$ cat config.mk
export PLATFORM = sky130hd
export DESIGN_NAME = spi_flash_arbiter
export DESIGN_NICKNAME = d
export VERILOG_FILES = /design/src/rtl/spi_arb_pkg.sv /design/src/rtl/spi_arb_sync.sv /design/src/rtl/spi_flash_arbiter.sv
export SDC_FILE = /design/constraint.sdc
export NUM_CORES = 1
export LEC_CHECK = 0
export CORE_MARGIN = 1
export CORE_UTILIZATION = 55
export DETAILED_ROUTE_END_ITERATION = 6
export GPL_TIMING_DRIVEN = 0
export HOLD_SLACK_MARGIN = 0.15
export PLACE_DENSITY = 0.85
export SYNTH_ARGS = -nofsm -noshare
export SYNTH_HDL_FRONTEND = slang
export SYNTH_SLANG_ARGS = --single-unit
$ cat constraint.sdc
create_clock -name clk -period 2.9 [get_ports clk]
set_input_delay 0.725 -clock clk [delete_from_list [all_inputs] [get_ports clk]]
set_output_delay 0.725 -clock clk [all_outputs]
set_load 0.1 [all_outputs]
$ cat src/rtl/spi_arb_pkg.sv
// spi_arb_pkg: shared types and constants for the configuration-flash SPI arbiter.
package spi_arb_pkg;

  // Arbiter FSM states
  typedef enum logic [1:0] {
    IDLE   = 2'd0,
    GRANT0 = 2'd1,
    GRANT1 = 2'd2,
    GAP    = 2'd3
  } arb_state_t;

  // Requester indices: 0 is the JTAG-to-SPI bridge, 1 is the fabric user master
  localparam int REQ_JTAG = 0;
  localparam int REQ_USER = 1;

  // Width of the gap counter and the optional grant watchdog
  localparam int CNT_W = 16;

  // Map a requester index to its grant state
  function automatic arb_state_t grant_state(input logic idx);
    return idx ? GRANT1 : GRANT0;
  endfunction

endpackage

$ cat src/rtl/spi_arb_sync.sv
// spi_arb_sync: WIDTH-bit, SYNC_STAGES-deep flop synchronizer with a
// configurable asynchronous reset value.
module spi_arb_sync #(
  parameter int               WIDTH       = 1,
  parameter int               SYNC_STAGES = 2,
  parameter logic [WIDTH-1:0] RST_VAL     = '0
) (
  input  logic             clk,
  input  logic             rst_n,
  input  logic [WIDTH-1:0] i_d,
  output logic [WIDTH-1:0] o_q
);

  logic [WIDTH-1:0] r_pipe [SYNC_STAGES];

  // Shift the asynchronous input through the flop chain
  always_ff @(posedge clk or negedge rst_n) begin
    if (!rst_n) begin
      for (int i = 0; i < SYNC_STAGES; i++) r_pipe[i] <= RST_VAL;
    end else begin
      r_pipe[0] <= i_d;
      for (int i = 1; i < SYNC_STAGES; i++) r_pipe[i] <= r_pipe[i-1];
    end
  end

  assign o_q = r_pipe[SYNC_STAGES-1];

endmodule

$ cat src/rtl/spi_flash_arbiter.sv
// spi_flash_arbiter: round-robin arbiter sharing the configuration-flash SPI
// port between the JTAG bridge (requester 0) and a fabric master (requester 1).
// Optional grant watchdog: define SPI_ARB_TIMEOUT_EN to build it.
//
// state  | meaning
// -------+--------------------------------------------------------------
// IDLE   | no owner, SPI pins parked, arbitrate synchronized requests
// GRANT0 | requester 0 owns the port, its m_* pins drive spi_*
// GRANT1 | requester 1 owns the port, its m_* pins drive spi_*
// GAP    | chip select held high for CS_GAP cycles before next arbitration
module spi_flash_arbiter
  import spi_arb_pkg::*;
#(
  parameter int CS_GAP      = 4,
  parameter int SYNC_STAGES = 2,
  parameter int TIMEOUT     = 65535
) (
  input  logic       clk,
  input  logic       rst_n,
  input  logic [1:0] req,
  output logic [1:0] gnt,
  output logic       busy,
  output logic       timeout_evt,
  input  logic [1:0] m_csn,
  input  logic [1:0] m_clk,
  input  logic [1:0] m_si,
  output logic       m_so,
  output logic       spi_csn,
  output logic       spi_clk,
  output logic       spi_si,
  input  logic       spi_so
);

  arb_state_t       r_state;
  arb_state_t       w_state_nxt;
  logic [1:0]       w_req_s;
  logic [1:0]       w_csn_s;
  logic             r_last;
  logic [CNT_W-1:0] r_gap;
  logic [1:0]       r_gnt;
  logic [1:0]       w_gnt_nxt;
  logic             r_busy;
  logic             w_grant_entry;
  logic             w_to;
  logic             w_spi_csn;
  logic             w_spi_clk;
  logic             w_spi_si;

  spi_arb_sync #(
    .WIDTH      (2),
    .SYNC_STAGES(SYNC_STAGES),
    .RST_VAL    (2'b00)
  ) u_sync_req (
    .clk  (clk),
    .rst_n(rst_n),
    .i_d  (req),
    .o_q  (w_req_s)
  );

  // Chip selects reset high so a pending release is never seen as "in transfer"
  spi_arb_sync #(
    .WIDTH      (2),
    .SYNC_STAGES(SYNC_STAGES),
    .RST_VAL    (2'b11)
  ) u_sync_csn (
    .clk  (clk),
    .rst_n(rst_n),
    .i_d  (m_csn),
    .o_q  (w_csn_s)
  );

`ifdef SPI_ARB_TIMEOUT_EN
  logic [CNT_W-1:0] r_wdog;
  logic             r_to_evt;
  logic             w_other_req;

  // The watchdog only runs while the non-owner is waiting
  always_comb begin
    w_other_req = 1'b0;
    case (r_state)
      GRANT0:  w_other_req = w_req_s[REQ_USER];
      GRANT1:  w_other_req = w_req_s[REQ_JTAG];
      default: w_other_req = 1'b0;
    endcase
  end

  assign w_to = w_other_req && (r_wdog == CNT_W'(TIMEOUT - 1));

  // Watchdog counter, cleared on every grant entry
  always_ff @(posedge clk or negedge rst_n) begin
    if (!rst_n) begin
      r_wdog   <= '0;
      r_to_evt <= 1'b0;
    end else begin
      r_to_evt <= w_to;
      if (w_grant_entry)    r_wdog <= '0;
      else if (w_other_req) r_wdog <= r_wdog + CNT_W'(1);
    end
  end

  assign timeout_evt = r_to_evt;
`else
  assign w_to        = 1'b0;
  assign timeout_evt = 1'b0;
`endif

  // State register
  always_ff @(posedge clk or negedge rst_n) begin
    if (!rst_n) r_state <= IDLE;
    else        r_state <= w_state_nxt;
  end

  // Next-state logic: round-robin in IDLE, release only with chip select high
  always_comb begin
    w_state_nxt = r_state;
    case (r_state)
      IDLE: begin
        case (w_req_s)
          2'b01:   w_state_nxt = GRANT0;
          2'b10:   w_state_nxt = GRANT1;
          2'b11:   w_state_nxt = grant_state(~r_last);
          default: w_state_nxt = IDLE;
        endcase
      end
      GRANT0: begin
        if (w_to || (!w_req_s[REQ_JTAG] && w_csn_s[REQ_JTAG])) w_state_nxt = GAP;
      end
      GRANT1: begin
        if (w_to || (!w_req_s[REQ_USER] && w_csn_s[REQ_USER])) w_state_nxt = GAP;
      end
      GAP: begin
        if (r_gap == '0) w_state_nxt = IDLE;
      end
      default: w_state_nxt = IDLE;
    endcase
  end

  assign w_grant_entry = (r_state == IDLE) &&
                         ((w_state_nxt == GRANT0) || (w_state_nxt == GRANT1));

  // Round-robin history; a timeout leaves it pointing at the revoked owner,
  // which is already the value written on that owner's grant entry
  always_ff @(posedge clk or negedge rst_n) begin
    if (!rst_n)             r_last <= 1'b1;
    else if (w_grant_entry) r_last <= (w_state_nxt == GRANT1);
  end

  // Gap counter: loads on GAP entry, counts down to zero
  always_ff @(posedge clk or negedge rst_n) begin
    if (!rst_n) begin
      r_gap <= '0;
    end else if ((w_state_nxt == GAP) && (r_state != GAP)) begin
      r_gap <= CNT_W'(CS_GAP - 1);
    end else if ((r_state == GAP) && (r_gap != '0)) begin
      r_gap <= r_gap - CNT_W'(1);
    end
  end

  // Grant and busy decoded from the next state so they are registered outputs
  always_comb begin
    w_gnt_nxt = 2'b00;
    case (w_state_nxt)
      GRANT0:  w_gnt_nxt = 2'b01;
      GRANT1:  w_gnt_nxt = 2'b10;
      default: w_gnt_nxt = 2'b00;
    endcase
  end

  // Registered grant and busy outputs
  always_ff @(posedge clk or negedge rst_n) begin
    if (!rst_n) begin
      r_gnt  <= 2'b00;
      r_busy <= 1'b0;
    end else begin
      r_gnt  <= w_gnt_nxt;
      r_busy <= (w_state_nxt != IDLE);
    end
  end

  assign gnt  = r_gnt;
  assign busy = r_busy;

  // Combinational SPI mux; chip select forced high in the revocation cycle
  always_comb begin
    w_spi_csn = 1'b1;
    w_spi_clk = 1'b0;
    w_spi_si  = 1'b0;
    case (r_state)
      GRANT0: begin
        w_spi_csn = m_csn[REQ_JTAG] | w_to;
        w_spi_clk = m_clk[REQ_JTAG];
        w_spi_si  = m_si[REQ_JTAG];
      end
      GRANT1: begin
        w_spi_csn = m_csn[REQ_USER] | w_to;
        w_spi_clk = m_clk[REQ_USER];
        w_spi_si  = m_si[REQ_USER];
      end
      default: begin
        w_spi_csn = 1'b1;
        w_spi_clk = 1'b0;
        w_spi_si  = 1'b0;
      end
    endcase
  end

  assign spi_csn = w_spi_csn;
  assign spi_clk = w_spi_clk;
  assign spi_si  = w_spi_si;
  assign m_so    = spi_so;

endmodule

==> results of run 1 <==
layer usage:
metal | vias to the layer above | part of all wire
met5 | - | 0
met2 | 22 | 0.51
met4 | 0 | 0.027
met1 | 555 | 0.43
li1 | 547 | -
met3 | 11 | 0.034
cell type report:
class / count / area, sq um / area share
Multi-Input combinational cell: 100 / 802 / 0.426
Tap cell: 31 / 38.8 / 0.0206
Clock inverter: 1 / 30.0 / 0.0159
Sequential cell: 30 / 757 / 0.402
Inverter: 9 / 33.8 / 0.0179
Clock buffer: 7 / 55.1 / 0.0292
Buffer: 2 / 15.0 / 0.00797
Timing Repair Buffer: 16 / 151 / 0.0804
registers in the layout, summed over array words and instances, names as in the netlist:
signal / count
busy: 1
u_sync_req.r_pipe: 2
u_sync_csn.o_q: 2
r_state: 2
u_sync_req.o_q: 2
u_sync_csn.r_pipe: 2
gnt: 2
r_last: 1
r_gap: 16
placed cells by master (no fill, tap or decap), types with 3 or more instances in the layout:
master	instances
inv_1	9
dfrtp_1	25
ha_1	10
clkbuf_4	5
clkdlybuf4s50_1	12
mux2i_1	11
a22oi_1	5
nand3_1	5
nor2_1	5
nand2_1	21
nand3b_1	3
dfstp_2	5
metrics by stage:
step	hold slack, ns	setup slack, ns	setup TNS, ns	cell area [sq um]	utilization
global placement	0.332	-0.337	-0.986	1810	0.657
finish	0.348	0.120	0	1880	0.683
floorplan	0.331	0.490	0	1610	-
global route	0.364	0.0131	0	1880	0.683
CTS	0.358	0.0652	0	1900	0.689
detailed placement	0.340	-0.371	-1.05	1810	0.657
worst max-delay path by stage:
stage	startpoint	to	depth (start not counted)	slack (ns)
finish	r_state[0]	spi_clk	5	0.12
global route	r_state[0]	spi_clk	5	0.01
CTS	r_state[0]	spi_si	5	0.07
detailed placement	m_clk[1]	spi_clk	4	-0.37
global placement	m_clk[1]	spi_clk	4	-0.34
floorplan	r_state[0]	spi_clk	4	0.49
what timing repair did:
item | CTS | global route
hold endpoints to repair | 0 | 0
hold buffers | 0 | 0
endpoints found under the setup margin | 3 | 12
resized for setup | 9 | 3
logic make-up (layout without fill, tap and decap cells):
family / Yosys count / in the layout
multiplexers: 12 / 12
AO/OA/AOI/OAI: 20 / 20
buffers and inverters: 12 / 35
adder cells (fa/ha/maj): 10 / 10
AND/OR/NAND/NOR: 57 / 57
flip-flops: 30 / 30
other: 1 / 1
==> summary.md, run 1 <==
| Metric | Value |
|---|---|
| Tot GR Track Use | `0.227` |
| Seq/Total Area, Yosys | `0.471` |
| Hold Vio Cnt, Final | `0` |
| Top FF cell, synth | `dfrtp_1` |
| GR peak layer | `met2` |
| Finished Layout Cells | `196` |
| Post-Route Skew | `0.0151 ns` |
| Global Route met1 Usage | `0.275` |
| Fin crit share | `0.959` |
| Largest net degree at the start of global routing | `31` |
| Syn-to-layout area delta | `17.2%` |
| Compound-Gate Fraction of Synth Area | `0.111` |
| Syn_area_per_cell | `11.3 sq um` |
| Number of global-route vias before repair | `1189` |
| Cells after Synth | `142` |
| Ranking of synthesized cells by area | `dfrtp_1, dfstp_2, ha_1, mux2i_1, nand2_1` |
| Hold path cells | `0` |
| Worst skew pair latency | `0.34 ns` |
| TritonCTS Sinks | `30` |
| Post-CTS setup buffer count | `0` |
| Required time of the critical path | `2.17 ns` |
| Hold endpoint | `u_sync_csn.o_q[0]` |
| Detail Placement HPWL | `2300 um` |
| CP Cell Sequence | `inv_1, ha_1, a22oi_1, nor2b_2, clkdlybuf4s18_2` |
| Post-synth top area cell | `dfrtp_1` |
| Cell with the most instances after synthesis | `dfrtp_1` |
| Adder-cell area share of the yosys netlist | `0.0779` |
| Number of diodes | `0` |
| Vias | `1135` |
| Residual DRC | `0` |
| Clock period minus final worst setup slack | `2.78 ns` |
| Worst setup EP type | `primary output` |
| HP Class | `reg2reg` |
| Width of the die | `56.0 um` |
| Fmax | `360 MHz` |
| Post-synth EDFFs | `0` |
| WL final | `3060 um` |
| Worst R2R Start | `r_gap[1]` |
| Post-synthesis xor/xnor area fraction | `0` |
| Critical Path AT | `2.05 ns` |
| Routing usage on met2 | `0.367` |
| CTS Buffer Depth | `2` |
| Worst Reg2Reg Path Length in Cells | `10` |
| Main combinational cell family by area after synthesis | `simple AND/OR/NAND/NOR gates` |
| Slew Limit Fails | `0` |
| Cell family with most CP delay | `buffers and inverters` |
| Clock slew at reported path FFs | `0.10 ns` |
| Placer congestion estimate | `0.819` |
| Hold Startpoint | `u_sync_csn.r_pipe[2]` |
| Initial antenna violation count | `0` |
| Reg-to-reg endpoint | `r_gap[9]` |
| Synthesized flop and latch total | `30` |
| Initial DRT Pass Iterations | `4` |
| Simple-Gate Fraction of Synth Area | `0.230` |
| Final setup fails | `0` |
| Setup CP Type | `reg2out` |
| Ys async rst share | `1.00` |
| Die Area | `3140 sq um` |
| Met3 usage | `0.0767` |
| Nets@finish | `185` |
| Height of the die | `56.0 um` |
| TritonCTS Buffers | `5` |
| Via density | `5.79` |
| IO Count | `19` |
| CP Max Fanout | `6` |
| Post-synth top cells | `dfrtp_1, nand2_1, mux2i_1, ha_1, inv_1` |
| Relative slew slack | `0.348` |
| WL/cell | `15.6 um` |
| Layout cells sized above 1 | `0.218` |
| Slowest CP cell | `clkdlybuf4s18_2` |
| Number of max-cap violations | `0` |
| DP Cell Count | `189` |
| Initial Utilization | `0.583` |
| Core region area | `2760 sq um` |
| Number of routed nets with antenna violations | `0` |
| Syn nets | `163` |
| Top cell type's share of synthesized area | `0.389` |
| FP Rows | `19` |
| DRT iter0 DRCs | `68` |
| Outcome | `finished, final reports clean` |
| Grt ovf | `0` |
| First-pass GRT wire length | `5410 um` |
| Ys Warns | `0` |
| Root buf cell | `clkbuf_4` |
| TritonCTS clock tree | `yes` |
| Startpoint types | `flip-flop` |
| I/O Buffers | `16` |
| Synth Cell Area | `1610 sq um` |
| Worst slew pin tran | `0.975 ns` |
| Highest cell delay on the worst timing path | `0.54 ns` |
| CTS H-Tree Depth | `2` |
| Flop2flop setup slack | `0.23 ns` |
| RSZ-0062 raised after global routing | `no` |
| Post-synth cell types | `43` |
| Worst Path Buf+Inv | `2` |
| Fill count | `222` |
| Post-synthesis mux area share | `0.0755` |
Power of run 1 is not shown: default switching activity piles up to over one toggle a cycle in this logic, so the estimate is an artifact.
==> run 2, diff against run 1 <==
CORE_UTILIZATION = 30   (was 55)
PLACE_DENSITY = 0.54   (was 0.85)
==> summary.md, run 2 (synthesis results as in run 1) <==
| Metric | Value |
|---|---|
| Fill count | `539` |
| Critical Path AT | `1.95 ns` |
| CTS Buffer Depth | `2` |
| CP Max Fanout | `1` |
| CP Cell Sequence | `clkdlybuf4s50_1, a22oi_1, nor2b_2, clkdlybuf4s15_2` |
| Most frequent cells in the layout | `dfrtp_1, nand2_1, clkdlybuf4s50_1` |
| Worst Reg2Reg Path Length in Cells | `11` |
| Slew Limit Fails | `0` |
| TritonCTS clock tree | `yes` |
| Fin crit share | `0.922` |
| WL/cell | `12.9 um` |
| Worst slew pin tran | `0.965 ns` |
| TritonCTS Buffers | `5` |
| Required time of the critical path | `2.17 ns` |
| Final setup fails | `0` |
| FP Rows | `26` |
| Core region area | `5140 sq um` |
| Clock slew at reported path FFs | `0.06 ns` |
| Worst R2R Start | `r_gap[0]` |
| Largest register by flop count | `r_gap` |
| Startpoint types | `primary input` |
| Via density | `4.88` |
| Cell family with most CP delay | `buffers and inverters` |
| Largest net degree at the start of global routing | `31` |
| Root buf cell | `clkbuf_8` |
| Outcome | `finished, final reports clean` |
| Placer congestion estimate | `0.756` |
| Stages on the worst setup path | `4` |
| Post-CTS setup buffer count | `0` |
| Number of diodes | `0` |
| Number of routed nets with antenna violations | `0` |
| Initial DRT Pass Iterations | `4` |
| Worst skew pair latency | `0.28 ns` |
| Commonest non-fill, non-tap cell in the layout | `dfrtp_1` |
| Syn-to-layout area delta | `20.7%` |
| Detail Placement HPWL | `2210 um` |
| Fmax | `374 MHz` |
| Die Area | `5650 sq um` |
| Tot GR Track Use | `0.128` |
| Setup CP Type | `in2out` |
| HP Class | `reg2reg` |
| CTS H-Tree Depth | `2` |
| Crit path to | `spi_si` |
| Post-Route Skew | `0.00526 ns` |
| Number of max-cap violations | `0` |
| Nets@finish | `186` |
| Highest cell delay on the worst timing path | `0.56 ns` |
| First-pass GRT wire length | `5290 um` |
| Width of the die | `75.2 um` |
| Worst Path Buf+Inv | `2` |
| Max reg flops | `16` |
| TritonCTS Sinks | `30` |
| Relative slew slack | `0.355` |
| Hold Vio Cnt, Final | `0` |
| Residual DRC | `0` |
| Critical path launch point | `m_si[1]` |
| IO Count | `19` |
| RSZ-0062 raised after global routing | `no` |
| Multi-input gate area | `802 sq um` |
| Reg-to-reg endpoint | `r_gap[12]` |
| Initial antenna violation count | `0` |
| Worst setup EP type | `primary output` |
| Flop2flop setup slack | `0.27 ns` |
| Setup TNS | `0 ns` |
| Height of the die | `75.2 um` |
| Clock period minus final worst setup slack | `2.67 ns` |
| Initial Utilization | `0.313` |
| Number of global-route vias before repair | `1164` |
| Vias | `1152` |
| DRT iter0 DRCs | `89` |
| Layout cells sized above 1 | `0.211` |
| WL final | `3040 um` |
| I/O Buffers | `16` |
| Register Area | `757 sq um` |
| Slowest CP cell | `clkdlybuf4s15_2` |
| Grt ovf | `0` |
| WHS | `0.354 ns` |
run 2: worst min path at each step:
stage	from	end	slack, ns	cells past startpoint
6_report	u_sync_req.r_pipe[2]	u_sync_req.o_q[0]	0.35	0
5_1_grt	u_sync_csn.r_pipe[3]	u_sync_csn.o_q[1]	0.36	0
4_1_cts	u_sync_csn.r_pipe[3]	u_sync_csn.o_q[1]	0.36	0
3_5_place_dp	u_sync_req.r_pipe[3]	u_sync_req.o_q[1]	0.35	0
3_3_place_gp	u_sync_req.r_pipe[2]	u_sync_req.o_q[0]	0.34	0
2_1_floorplan	u_sync_req.r_pipe[2]	u_sync_req.o_q[0]	0.33	0
run 2: what timing repair did:
action / 4_1_cts / 5_1_grt
gates resized for setup: 9 / 2
endpoints found under the setup margin: 3 / 10
hold buffers: 0 / 0
pin swaps: 0 / 0
run 2: cell type report:
class,instances,share of cell area
buffer,3,0.0103
multi-input combinational,100,0.414
tap,70,0.0452
inverter,9,0.0174
sequential,30,0.390
timing repair buffer,16,0.0819
clock buffer,8,0.0413
run 2: metal layers:
metal,share of wire,track usage,up-vias,wire length (um)
met5,0,0,-,0
met4,0.016,0.0556,0,50
met3,0.046,0.0375,7,140
met2,0.51,0.219,31,1550
met1,0.43,0.150,563,1300
li1,-,-,551,-
run 2: through the flow:
stage | util | cells | instance area, sq um | worst slack, ns
3_3_place_gp | 0.362 | 228 | 1860 | -0.341
5_1_grt | 0.377 | 236 | 1940 | 0.0449
4_1_cts | 0.378 | 236 | 1940 | 0.0560
2_1_floorplan | - | 142 | 1610 | 0.490
6_report | 0.377 | 236 | 1940 | 0.226
3_5_place_dp | 0.362 | 228 | 1860 | -0.346
Power of run 2 is left out for the same reason.
